===== config.mk =====
export PLATFORM = sky130hd
export DESIGN_NAME = vga_sync_gen
export DESIGN_NICKNAME = d
export VERILOG_FILES = /design/src/rtl/vga_sync_gen.sv
export SDC_FILE = /design/constraint.sdc
export NUM_CORES = 1
export LEC_CHECK = 0
export ABC_AREA = 1
export ABC_CLOCK_PERIOD_IN_PS = 2100
export CAP_MARGIN = 10
export CORE_MARGIN = 5
export CORE_UTILIZATION = 30
export CTS_CLUSTER_DIAMETER = 30
export DETAILED_ROUTE_END_ITERATION = 10
export PLACE_DENSITY = 0.51
export SETUP_SLACK_MARGIN = 0.02
export SKIP_CTS_REPAIR_TIMING = 1
export SYNTH_ARGS = -nofsm -noshare
export SYNTH_HDL_FRONTEND = slang
export SYNTH_SLANG_ARGS = --single-unit

===== constraint.sdc =====
create_clock -name clk -period 2.1 [get_ports clk]
set_input_delay 0.42 -clock clk [delete_from_list [all_inputs] [get_ports clk]]
set_output_delay 0.42 -clock clk [all_outputs]
set_load 0.02 [all_outputs]

===== src/rtl/vga_sync_gen.sv =====
// VGA sync/timing generator: clock-enable divider, h/v position counters and
// registered decodes (sync, blanking, line/frame pulses) that all describe the same pixel.
module vga_sync_gen #(
    parameter int CLK_DIV  = 2,
    parameter int H_VIS    = 640,
    parameter int H_FP     = 16,
    parameter int H_SYNC   = 96,
    parameter int H_BP     = 48,
    parameter int V_VIS    = 480,
    parameter int V_FP     = 10,
    parameter int V_SYNC   = 2,
    parameter int V_BP     = 33,
    parameter int SYNC_ACT = 0
) (
    input  logic        clk,
    input  logic        rst_n,
    output logic        pix_ce,
    output logic        h_sinc,
    output logic        v_sinc,
    output logic        video_on,
    output logic [10:0] h_cnt,
    output logic [10:0] v_cnt,
    output logic        line_start,
    output logic        frame_start
);

    localparam int H_TOT = H_VIS + H_FP + H_SYNC + H_BP;
    localparam int V_TOT = V_VIS + V_FP + V_SYNC + V_BP;
    localparam int DIV_W = (CLK_DIV > 1) ? $clog2(CLK_DIV) : 1;

    localparam logic [10:0] H_LAST   = 11'(H_TOT - 1);
    localparam logic [10:0] V_LAST   = 11'(V_TOT - 1);
    localparam logic [10:0] H_VIS_L  = 11'(H_VIS);
    localparam logic [10:0] V_VIS_L  = 11'(V_VIS);
    localparam logic [10:0] H_SS     = 11'(H_VIS + H_FP);
    localparam logic [10:0] H_SE     = 11'(H_VIS + H_FP + H_SYNC);
    localparam logic [10:0] V_SS     = 11'(V_VIS + V_FP);
    localparam logic [10:0] V_SE     = 11'(V_VIS + V_FP + V_SYNC);
    localparam logic [DIV_W-1:0] DIV_LAST = DIV_W'(CLK_DIV - 1);
    localparam logic SYNC_ON  = (SYNC_ACT != 0);
    localparam logic SYNC_OFF = (SYNC_ACT == 0);

    generate
        if (H_TOT > 2048 || V_TOT > 2048 || CLK_DIV < 1) begin : g_bad_params
            $error("vga_sync_gen: totals exceed 11-bit counters or CLK_DIV < 1");
        end
    endgenerate

    logic [DIV_W-1:0] r_div;
    logic             r_pix_ce;
    logic             r_h_sinc;
    logic             r_v_sinc;
    logic             r_video_on;
    logic [10:0]      r_h_cnt;
    logic [10:0]      r_v_cnt;
    logic             r_line_start;
    logic             r_frame_start;

    logic             w_tick;
    logic [10:0]      w_h_next;
    logic [10:0]      w_v_next;

    always_comb begin
        w_tick   = (r_div == DIV_LAST);
        w_h_next = r_h_cnt + 11'd1;
        w_v_next = r_v_cnt;
        if (r_h_cnt == H_LAST) begin
            w_h_next = 11'd0;
            w_v_next = (r_v_cnt == V_LAST) ? 11'd0 : r_v_cnt + 11'd1;
        end
    end

    always_ff @(posedge clk or negedge rst_n) begin
        if (!rst_n) begin
            r_div <= '0;
        end else if (w_tick) begin
            r_div <= '0;
        end else begin
            r_div <= r_div + 1'b1;
        end
    end

    // Decodes use the next counter values so every output lands with its pixel.
    always_ff @(posedge clk or negedge rst_n) begin
        if (!rst_n) begin
            r_pix_ce      <= 1'b0;
            r_h_cnt       <= H_LAST;
            r_v_cnt       <= V_LAST;
            r_h_sinc      <= SYNC_OFF;
            r_v_sinc      <= SYNC_OFF;
            r_video_on    <= 1'b0;
            r_line_start  <= 1'b0;
            r_frame_start <= 1'b0;
        end else begin
            r_pix_ce      <= w_tick;
            r_line_start  <= 1'b0;
            r_frame_start <= 1'b0;
            if (w_tick) begin
                r_h_cnt       <= w_h_next;
                r_v_cnt       <= w_v_next;
                r_video_on    <= (w_h_next < H_VIS_L) && (w_v_next < V_VIS_L);
                r_h_sinc      <= (w_h_next >= H_SS && w_h_next < H_SE) ? SYNC_ON : SYNC_OFF;
                r_v_sinc      <= (w_v_next >= V_SS && w_v_next < V_SE) ? SYNC_ON : SYNC_OFF;
                r_line_start  <= (w_h_next == 11'd0);
                r_frame_start <= (w_h_next == 11'd0) && (w_v_next == 11'd0);
            end
        end
    end

    assign pix_ce      = r_pix_ce;
    assign h_sinc      = r_h_sinc;
    assign v_sinc      = r_v_sinc;
    assign video_on    = r_video_on;
    assign h_cnt       = r_h_cnt;
    assign v_cnt       = r_v_cnt;
    assign line_start  = r_line_start;
    assign frame_start = r_frame_start;

endmodule


# Word-level counts from Yosys, hierarchy flattened
# Index checks and enable logic that the tools add are counted.
word_totals:
  inputBits: 2
  register_bits: 29
  word_cells: 34
classes:
  n_reduce_logical: 6
  n_lt_le_gt_ge: 6
  addsub: 3
  muxes: 8
  eq_ne: 2
op_table:
  columns: ["op", "n"]
  rows:
  - ["11-bit two-way mux", 3]
  - ["11-bit by 1-bit adder with 11-bit output, second input constant", 2]
  - ["11-bit by 10-bit equality test with 1-bit output, second input constant", 2]
  - ["11-bit zero test", 2]
  - ["11-bit by 10-bit less-than comparator with 1-bit output, second input constant", 2]
  - ["11-bit by 9-bit less-than comparator with 1-bit output, second input constant", 2]
  - ["11-bit by 10-bit greater-or-equal comparator with 1-bit output, second input constant", 1]
  - ["11-bit by 9-bit greater-or-equal comparator with 1-bit output, second input constant", 1]
  - ["1-bit two-way mux", 5]
  - ["1-bit logical AND", 4]
  - ["1-bit adder, second input constant", 1]

# Logic depth before layout (Yosys ltp)
# Gate-level depths: netlist (run 1).
logic_depth:
  word_depth: 6
  depth_mapped: 12
  depth_no_buf: 12

# Least setup slack after synthesis (run 1)
# OpenSTA, ideal clock, no wires.
synth_path:
  kind: "reg2reg"
  start: "register r_h_cnt[0], in the netlist h_cnt[0]"
  end: "register r_video_on, in the netlist video_on"
  n_path_buf: 1
  synth_period_minus_slack_ns: 1.895
  path_slack_ns: 0.205
  setup_ns: 0.118
  arrival_ns: 1.778
  path_stages_with_launch: 11
  cell_sequence: "dfstp_2 ha_1 nand4_4 nor2_8 buf_8 nand2_1 nand2_1 nand2_2 nand2_1 nand3b_1 nand2_1"
synth_via:
  elab_chain_cells: 4
  word_cells_on_any_way: 7
synth_lines:
  columns: ["item", "line_no", "text"]
  rows:
  - ["start, declared", "54", "logic [10:0] r_h_cnt;"]
  - ["start signal, assigned", "99", "r_h_cnt <= w_h_next;"]
  - ["11-bit by 1-bit adder with 11-bit output / 11-bit by 10-bit equality test with 1-bit output (equally long branches)", "65, 67", null]
  - ["11-bit two-way mux", "67", "if (r_h_cnt == H_LAST) begin"]
  - ["11-bit by 10-bit less-than comparator with 1-bit output / 11-bit by 9-bit less-than comparator with 1-bit output (equally long branches)", "101", "r_video_on <= (w_h_next < H_VIS_L) && (w_v_next < V_VIS_L);"]
  - ["1-bit logical AND *", "101", null]
  - ["end signal, assigned", "101", null]
  - ["end, declared", "53", "logic r_video_on;"]
# Every way passes the cells marked *; elsewhere a longest branch is shown, timed or not.
# A chain may end at the register's enable or synchronous reset.

# Worst setup path in the final report (run 1)
layout_path:
  start: "register r_h_cnt[0], in the netlist h_cnt[0]"
  end: "output port h_cnt[0]"
layout_lines:
  columns: ["item", "line_no", "text"]
  rows:
  - ["end, declared", "21", "output logic [10:0] h_cnt,"]
# No word-level cell between the ends.

==> results of run 1 <==
## sequential cells by signal, indices dropped and copies added (netlist names)
| name | count |
|---|---|
| frame_start | 1 |
| h_cnt | 11 |
| line_start | 1 |
| v_sinc | 1 |
| video_on | 1 |
| r_div | 1 |
| v_cnt | 11 |
| h_sinc | 1 |
| pix_ce | 1 |
## power by group
| part | internal, W | switching (W) | total [W] |
|---|---|---|---|
| registers | 0.000560 | 0 | 0.000560 |
| clock network | 0.000296 | 0.000228 | 0.000524 |
| logic | 0.00000285 | 0.0000110 | 0.0000139 |
## cells by family after synthesis
kind of cell | Yosys count
adders and majority gates | 3
DFF | 29
and+or+nand+nor | 194
xor gates and xnor gates | 2
buffers and inverters | 42
AOI/OAI and AO/OA | 30
## layout by cell type, fill, tap and decap left out, drive strengths merged, types with 7 or more instances in the layout
cell type      count
nand2            105
nor2              42
inv               32
nand3             32
clkdlybuf4s50     29
o21ai             21
dfrtp             17
dfstp             12
nand4              9
buf                9
clkbuf             7
## through the flow
step	power, W	instances
detailed placement	0.0005845	405
floorplan	0.0005694	300
global route	0.001151	416
global placement	0.0005842	405
finish	0.001098	416
CTS	0.001114	413
## how the worst min path moves through the flow
stage / slack, ns / startpoint / endpoint / depth (start not counted)
global route: 0.51 / v_sinc$_DFFE_PN1P_ / v_sinc$_DFFE_PN1P_ / 2
floorplan: 0.12 / rst_n / frame_start$_DFF_PN0_ / 0
CTS: 0.49 / video_on$_DFFE_PN0P_ / video_on$_DFFE_PN0P_ / 2
finish: 0.49 / video_on$_DFFE_PN0P_ / video_on$_DFFE_PN0P_ / 2
detailed placement: 0.47 / video_on$_DFFE_PN0P_ / video_on$_DFFE_PN0P_ / 2
global placement: 0.48 / video_on$_DFFE_PN0P_ / video_on$_DFFE_PN0P_ / 2
## layout make-up
cell class | count | area (um^2)
timing repair buffer | 38 | 370.4
sequential | 29 | 740.7
fill | 693 | 4134
multi-input combinational | 229 | 1152
clock inverter | 1 | 5.005
clock buffer | 7 | 96.34
inverter | 32 | 120.1
tap | 80 | 100.1
## critical path, cell delays in order, from the launching register on
cell	delay, ns
dfstp_2	0.56
buf_4	0.15
clkdlybuf4s50_1	0.61
## per-layer routing
| metal | up-vias | track usage | routed length [um] |
|---|---|---|---|
| met4 | 0 | 0.04274 | 102 |
| met1 | 926 | 0.1733 | 2531 |
| met3 | 10 | 0.03168 | 325 |
| li1 | 1026 | - | - |
| met5 | - | 0 | 0 |
| met2 | 57 | 0.2356 | 2668 |
==> summary.txt, run 1 <==
Clocking
  – Inserted Clock Buffers: 5
  – Root Driver: clkbuf_8
  – Bufs on Longest Clock Path: 2
  – Worst-skew pair later-pin latency: 0.28 ns
  – H-tree levels: 2
  – CTS tree: yes
  – Clock sinks: 29
  – Clock transition at the registers of the reported paths: roughly 0.07 ns

Synth
  – Number of flops mapped to enable cells by yosys: 0
  – Syn avg cell area: 6.844 um^2
  – Multiplexer share of the synthesized area: 0
  – Synth unique cells: 29
  – Most common cell in the netlist: nand2_1
  – Ranking of synthesized cells by area: dfrtp_1, nand2_1, dfstp_2
  – Post-Synth XOR/XNOR Area: 0.008531
  – Yosys reg bits: 29
  – Post-synthesis async set-or-reset flop share: 1.000
  – Synth Area in Adders: 0.01828
  – Warnings, synthesis: 0
  – Synth cell count leaders: nand2_1, nor2_1, inv_1
  – Syn Nets: roughly 300
  – Commonest register cell after synthesis: dfrtp_1
  – Largest family of logic cells by synthesized area: simple AND/OR/NAND/NOR gates
  – Synth Area in Simple Gates: 0.4491
  – Seq/Total Area, Yosys: 0.3608
  – Area leader, netlist: dfrtp_1
  – Synth top area share: 0.2072
  – Synth Area in Compound Gates: 0.07922
  – Post-synthesis cell area: slightly above 2000 um^2
  – Synth Instances: 300

Setup path
  – R2r endpoint: frame_start$_DFF_PN0_
  – Crit path kind: flop to primary output
  – Peak fanout along the critical path: 5
  – Worst setup path end: h_cnt[0]
  – Reg2Reg Depth: 10
  – CP arrival: 1.60 ns
  – R2r setup slk: about 0.21 ns
  – Startpoint Class: flop
  – Worst Setup End Kind: primary output
  – Reg-to-Reg Start: h_cnt[1]$_DFFE_PN1P_
  – Crit path from: h_cnt[0]$_DFFE_PN1P_
  – Worst Path Required: approximately 1.7 ns

Routing
  – Initial drt markers: 76
  – Drt drc: 0
  – Drt via density: around 4.9
  – Routed wire per std cell: about 14 um
  – Post-Route WL: between 5000 and 6000 um
  – Vias: a little over 2,000
  – Final ANT Viol Nets: 0
  – DRT Pass-1 Iters: 4

Floorplanning
  – Total Die Area: around 8600 um^2
  – Floorplan row count: 30
  – Boundary Pins: 30
  – Core area: approximately 6700 um^2
  – Die Width: ~90 um
  – Die Y-Extent: 92.73 um
  – Starting Density: 0.3056

Placement
  – Placed Area: ~2400 um^2
  – I/O Buffers: 29
  – Post-placement setup slack: around 0.0086 ns
  – Placer congestion estimate: 0.8894
  – Hpwl dp: 4123 um

Status
  – Status: complete, no violations

Min path
  – Min-delay worst type: flop to flop

Cells and area
  – Final-stage net count: 340
  – Area grow syn2layout: 25.90%
  – N_diodes: 0
  – Share of cells above drive strength 1: 0.1607
  – Final Cell Area: between 2000 and 3000 um^2
  – Finished Core Util: 0.3847

STA
  – Final period util: 0.9603
  – Worst slew margin: 0.6687
  – Finish-stage setup viols: 0
  – Final Max Tran Viols: 0
  – Max Clk Rate: just under 500 MHz
  – Clock skew: 0.003920 ns
  – Final min period: 2.017 ns
  – Worst slew pin tran: around 0.50 ns
  – Total negative setup slack: 0 ns
  – Hold_ws: 0.4888 ns
  – Final worst slack: approximately 0.083 ns
  – RSZ-0062 raised after global routing: false
  – Final hold vios: 0

Global routing
  – First-pass GRT wire length: approximately 9500 um
  – Via count of the first global-routing pass: 1,985
  – GRT Overall Usage: 0.1383
  – GR Overflow Total: 0
  – Largest net degree at the start of global routing: 31
  – Initial antenna violation count: 0

Power
  – Total leakage power: approximately 1.2 nW
  – Peak VDD IR: about 0.27 mV
  – Power Density: approximately 420 nW/um^2

Run
  – Number of max-cap violations: 0
Note: power is estimated with default switching activity, not from simulation.
==> inputs of run 2 (changes only) <==
--- a/config.mk
+++ b/config.mk
@@ -8,7 +8,6 @@
 export ABC_AREA = 1
 export ABC_CLOCK_PERIOD_IN_PS = 2100
 export CAP_MARGIN = 10
-export CORE_MARGIN = 5
 export CORE_UTILIZATION = 30
 export CTS_CLUSTER_DIAMETER = 30
 export DETAILED_ROUTE_END_ITERATION = 10
==> summary.txt, run 2 (synthesized netlist as in run 1, its figures left out) <==
Status
  – Status: finished with violations
  – Failing checks: DRC

Setup path
  – Crit path max-delay family: buffers and inverters
  – Worst path slowest cell: clkdlybuf4s50_1
  – Crit path kind: flop to primary output
  – CP arrival: 1.58 ns (-0.02 ns)
  – Startpoint Class: flop
  – Crit-path max cell delay: 0.59 ns (-0.02 ns)
  – CP Cell Sequence: buf_4 > clkdlybuf4s50_1
  – Worst Setup End Kind: primary output
  – Crit path buffers/inverters: 2 (unchanged)
  – Peak fanout along the critical path: 5 (unchanged)
  – Worst Path Required: 1.68 ns (about the same)

Routing
  – Post-Route WL: 5427 um (-3.5%)
  – Final ANT Viol Nets: 0 (unchanged)
  – Drt drc: 5 (+5)
  – Initial drt markers: 146 (+92%)
  – DRT Pass-1 Iters: 7 (+3)
  – Vias: 1,988 (-1.5%)
  – Routed wire per std cell: 13.05 um (-3.5%)
  – Drt via density: 4.779 (-1.5%)

Clocking
  – Bufs on Longest Clock Path: 2 (unchanged)
  – CTS tree: yes
  – Clock sinks: 29 (unchanged)
  – Clock transition at the registers of the reported paths: 0.07 ns (about the same)
  – H-tree levels: 2 (unchanged)
  – Inserted Clock Buffers: 5 (unchanged)
  – Root Driver: clkbuf_8
  – Worst-skew pair later-pin latency: 0.28 ns (about the same)

Cells and area
  – Area grow syn2layout: 29.37%
  – Share of cells above drive strength 1: 0.1770 (+0.01628)
  – Most frequent cells in the layout: nand2_1, nor2_1, inv_1
  – Final-stage net count: 343 (+0.88%)
  – N_diodes: 0 (unchanged)
  – Final non-filler cell total: 416 (unchanged)
  – Most common cell after layout, fill and taps aside: nand2_1

STA
  – Final min period: 1.998 ns (-0.01878 ns)
  – Hold_ws: 0.4935 ns (+0.004739 ns)
  – Worst slew pin tran: 0.4401 ns (-0.05689 ns)
  – Clock skew: 0.006279 ns (+0.002359 ns)
  – Total negative setup slack: 0 ns (unchanged)
  – Max Clk Rate: 500.5 MHz (+0.94%)
  – Final hold vios: 0 (unchanged)
  – RSZ-0062 raised after global routing: false
  – Worst slew margin: 0.7063 (+0.03760)
  – Final period util: 0.9514 (-0.008944)
  – Final Max Tran Viols: 0 (unchanged)
  – Finish-stage setup viols: 0 (unchanged)

Floorplanning
  – Floorplan row count: 29 (-3.3%)
  – Die Width: 84.73 um (-8.6%)
  – Core area: 6495 um^2 (-3.3%)
  – Starting Density: 0.3161 (+0.01054)
  – Die Y-Extent: 84.73 um (-8.6%)
  – Total Die Area: 7179 um^2 (-17%)
  – Boundary Pins: 30 (unchanged)

Power
  – Peak VDD IR: 0.3225 mV (+19%)
  – Power Density: 481.0 nW/um^2 (+13%)
  – Total leakage power: 1.242 nW (+2.9%)

Global routing
  – Largest net degree at the start of global routing: 30 (-3.2%)
  – GR Overflow Total: 0 (unchanged)
  – Initial antenna violation count: 0 (unchanged)
  – GRT Overall Usage: 0.1649 (+0.02654)
  – First-pass GRT wire length: 9183 um (-2.9%)
  – Via count of the first global-routing pass: 1,812 (-8.7%)

Min path
  – Min-delay worst type: flop to flop

Placement
  – Hpwl dp: 4059 um (-1.6%)
  – Placed insts: 405 (unchanged)
  – I/O Buffers: 29 (unchanged)
  – Placer congestion estimate: 0.8953 (+0.66%)

Run
  – Number of max-cap violations: 0 (unchanged)
## run 2: cell count changes in the layout (fill, tap and decap cells not counted)
cell and delta:
bufinv_16 +2, clkbuf_8 -2, nor2_1 -3, buf_4 +2
buf_12 +1, nor2_2 +3
## run 2: power by group
part	switching (W)	leakage [nW]	internal, W
clock network	0.000233	0.0681	0.000471
logic	0.0000110	0.820	0.00000284
registers	0	0.354	0.000560
total	0.000244	1.24	0.00103
## run 2: area by class of cell
cell class	count	area (um^2)
well taps	77	96.34
repair buffers	41	405.4
clock buffers	5	68.82
inverters	32	120.1
fillers	675	3839
multi-input cells	229	1160
clock inverters	3	65.06
flip-flops and latches	29	740.7
## run 2: worst reg2reg max path, stage by stage, from the launching register on
cell,delay [ns]
dfstp_2,0.58
ha_4,0.17
buf_4,0.13
nand2_1,0.06
nor2_2,0.11
nand4_1,0.15
nand2_1,0.12
inv_1,0.04
nor2_1,0.11
nand2_1,0.07
nor2_2,0.10
nand3_1,0.09
nor2_1,0.09
## run 2: through the flow
step	util	worst slack (ns)	instance area (um^2)	total power (W)
floorplan	-	0.2046	2053	0.0005694
finish	0.4090	0.1021	2656	0.001278
CTS	0.4005	0.06042	2601	0.001302
global placement	0.3799	0.07457	2467	0.0005842
detailed placement	0.3799	0.07618	2467	0.0005845
global route	0.4090	0.04841	2656	0.001329
## run 2: path summary, 6_finish.rpt
check	startpoint	to	slack, ns	depth (start not counted)
worst max-delay path	h_cnt[0]$_DFFE_PN1P_	h_cnt[0]	0.10	2
worst min-delay path	h_sinc$_DFFE_PN1P_	h_sinc$_DFFE_PN1P_	0.49	2
worst max register to register	h_cnt[1]$_DFFE_PN1P_	frame_start$_DFF_PN0_	0.23	12
worst min register to register	h_sinc$_DFFE_PN1P_	h_sinc$_DFFE_PN1P_	0.49	2
max in group asynchronous	rst_n	h_cnt[8]$_DFFE_PN1P_	1.26	2
min in group asynchronous	rst_n	pix_ce$_DFF_PN0_	0.52	2
## run 2: per-layer routing
| layer | GRT usage | vias to the layer above | part of all wire |
|---|---|---|---|
| met2 | 0.2358 | 41 | 0.42 |
| met5 | 0 | - | 0 |
| met1 | 0.2464 | 905 | 0.53 |
| met3 | 0.03048 | 7 | 0.040 |
| li1 | - | 1035 | - |
| met4 | 0.05701 | 0 | 0.014 |
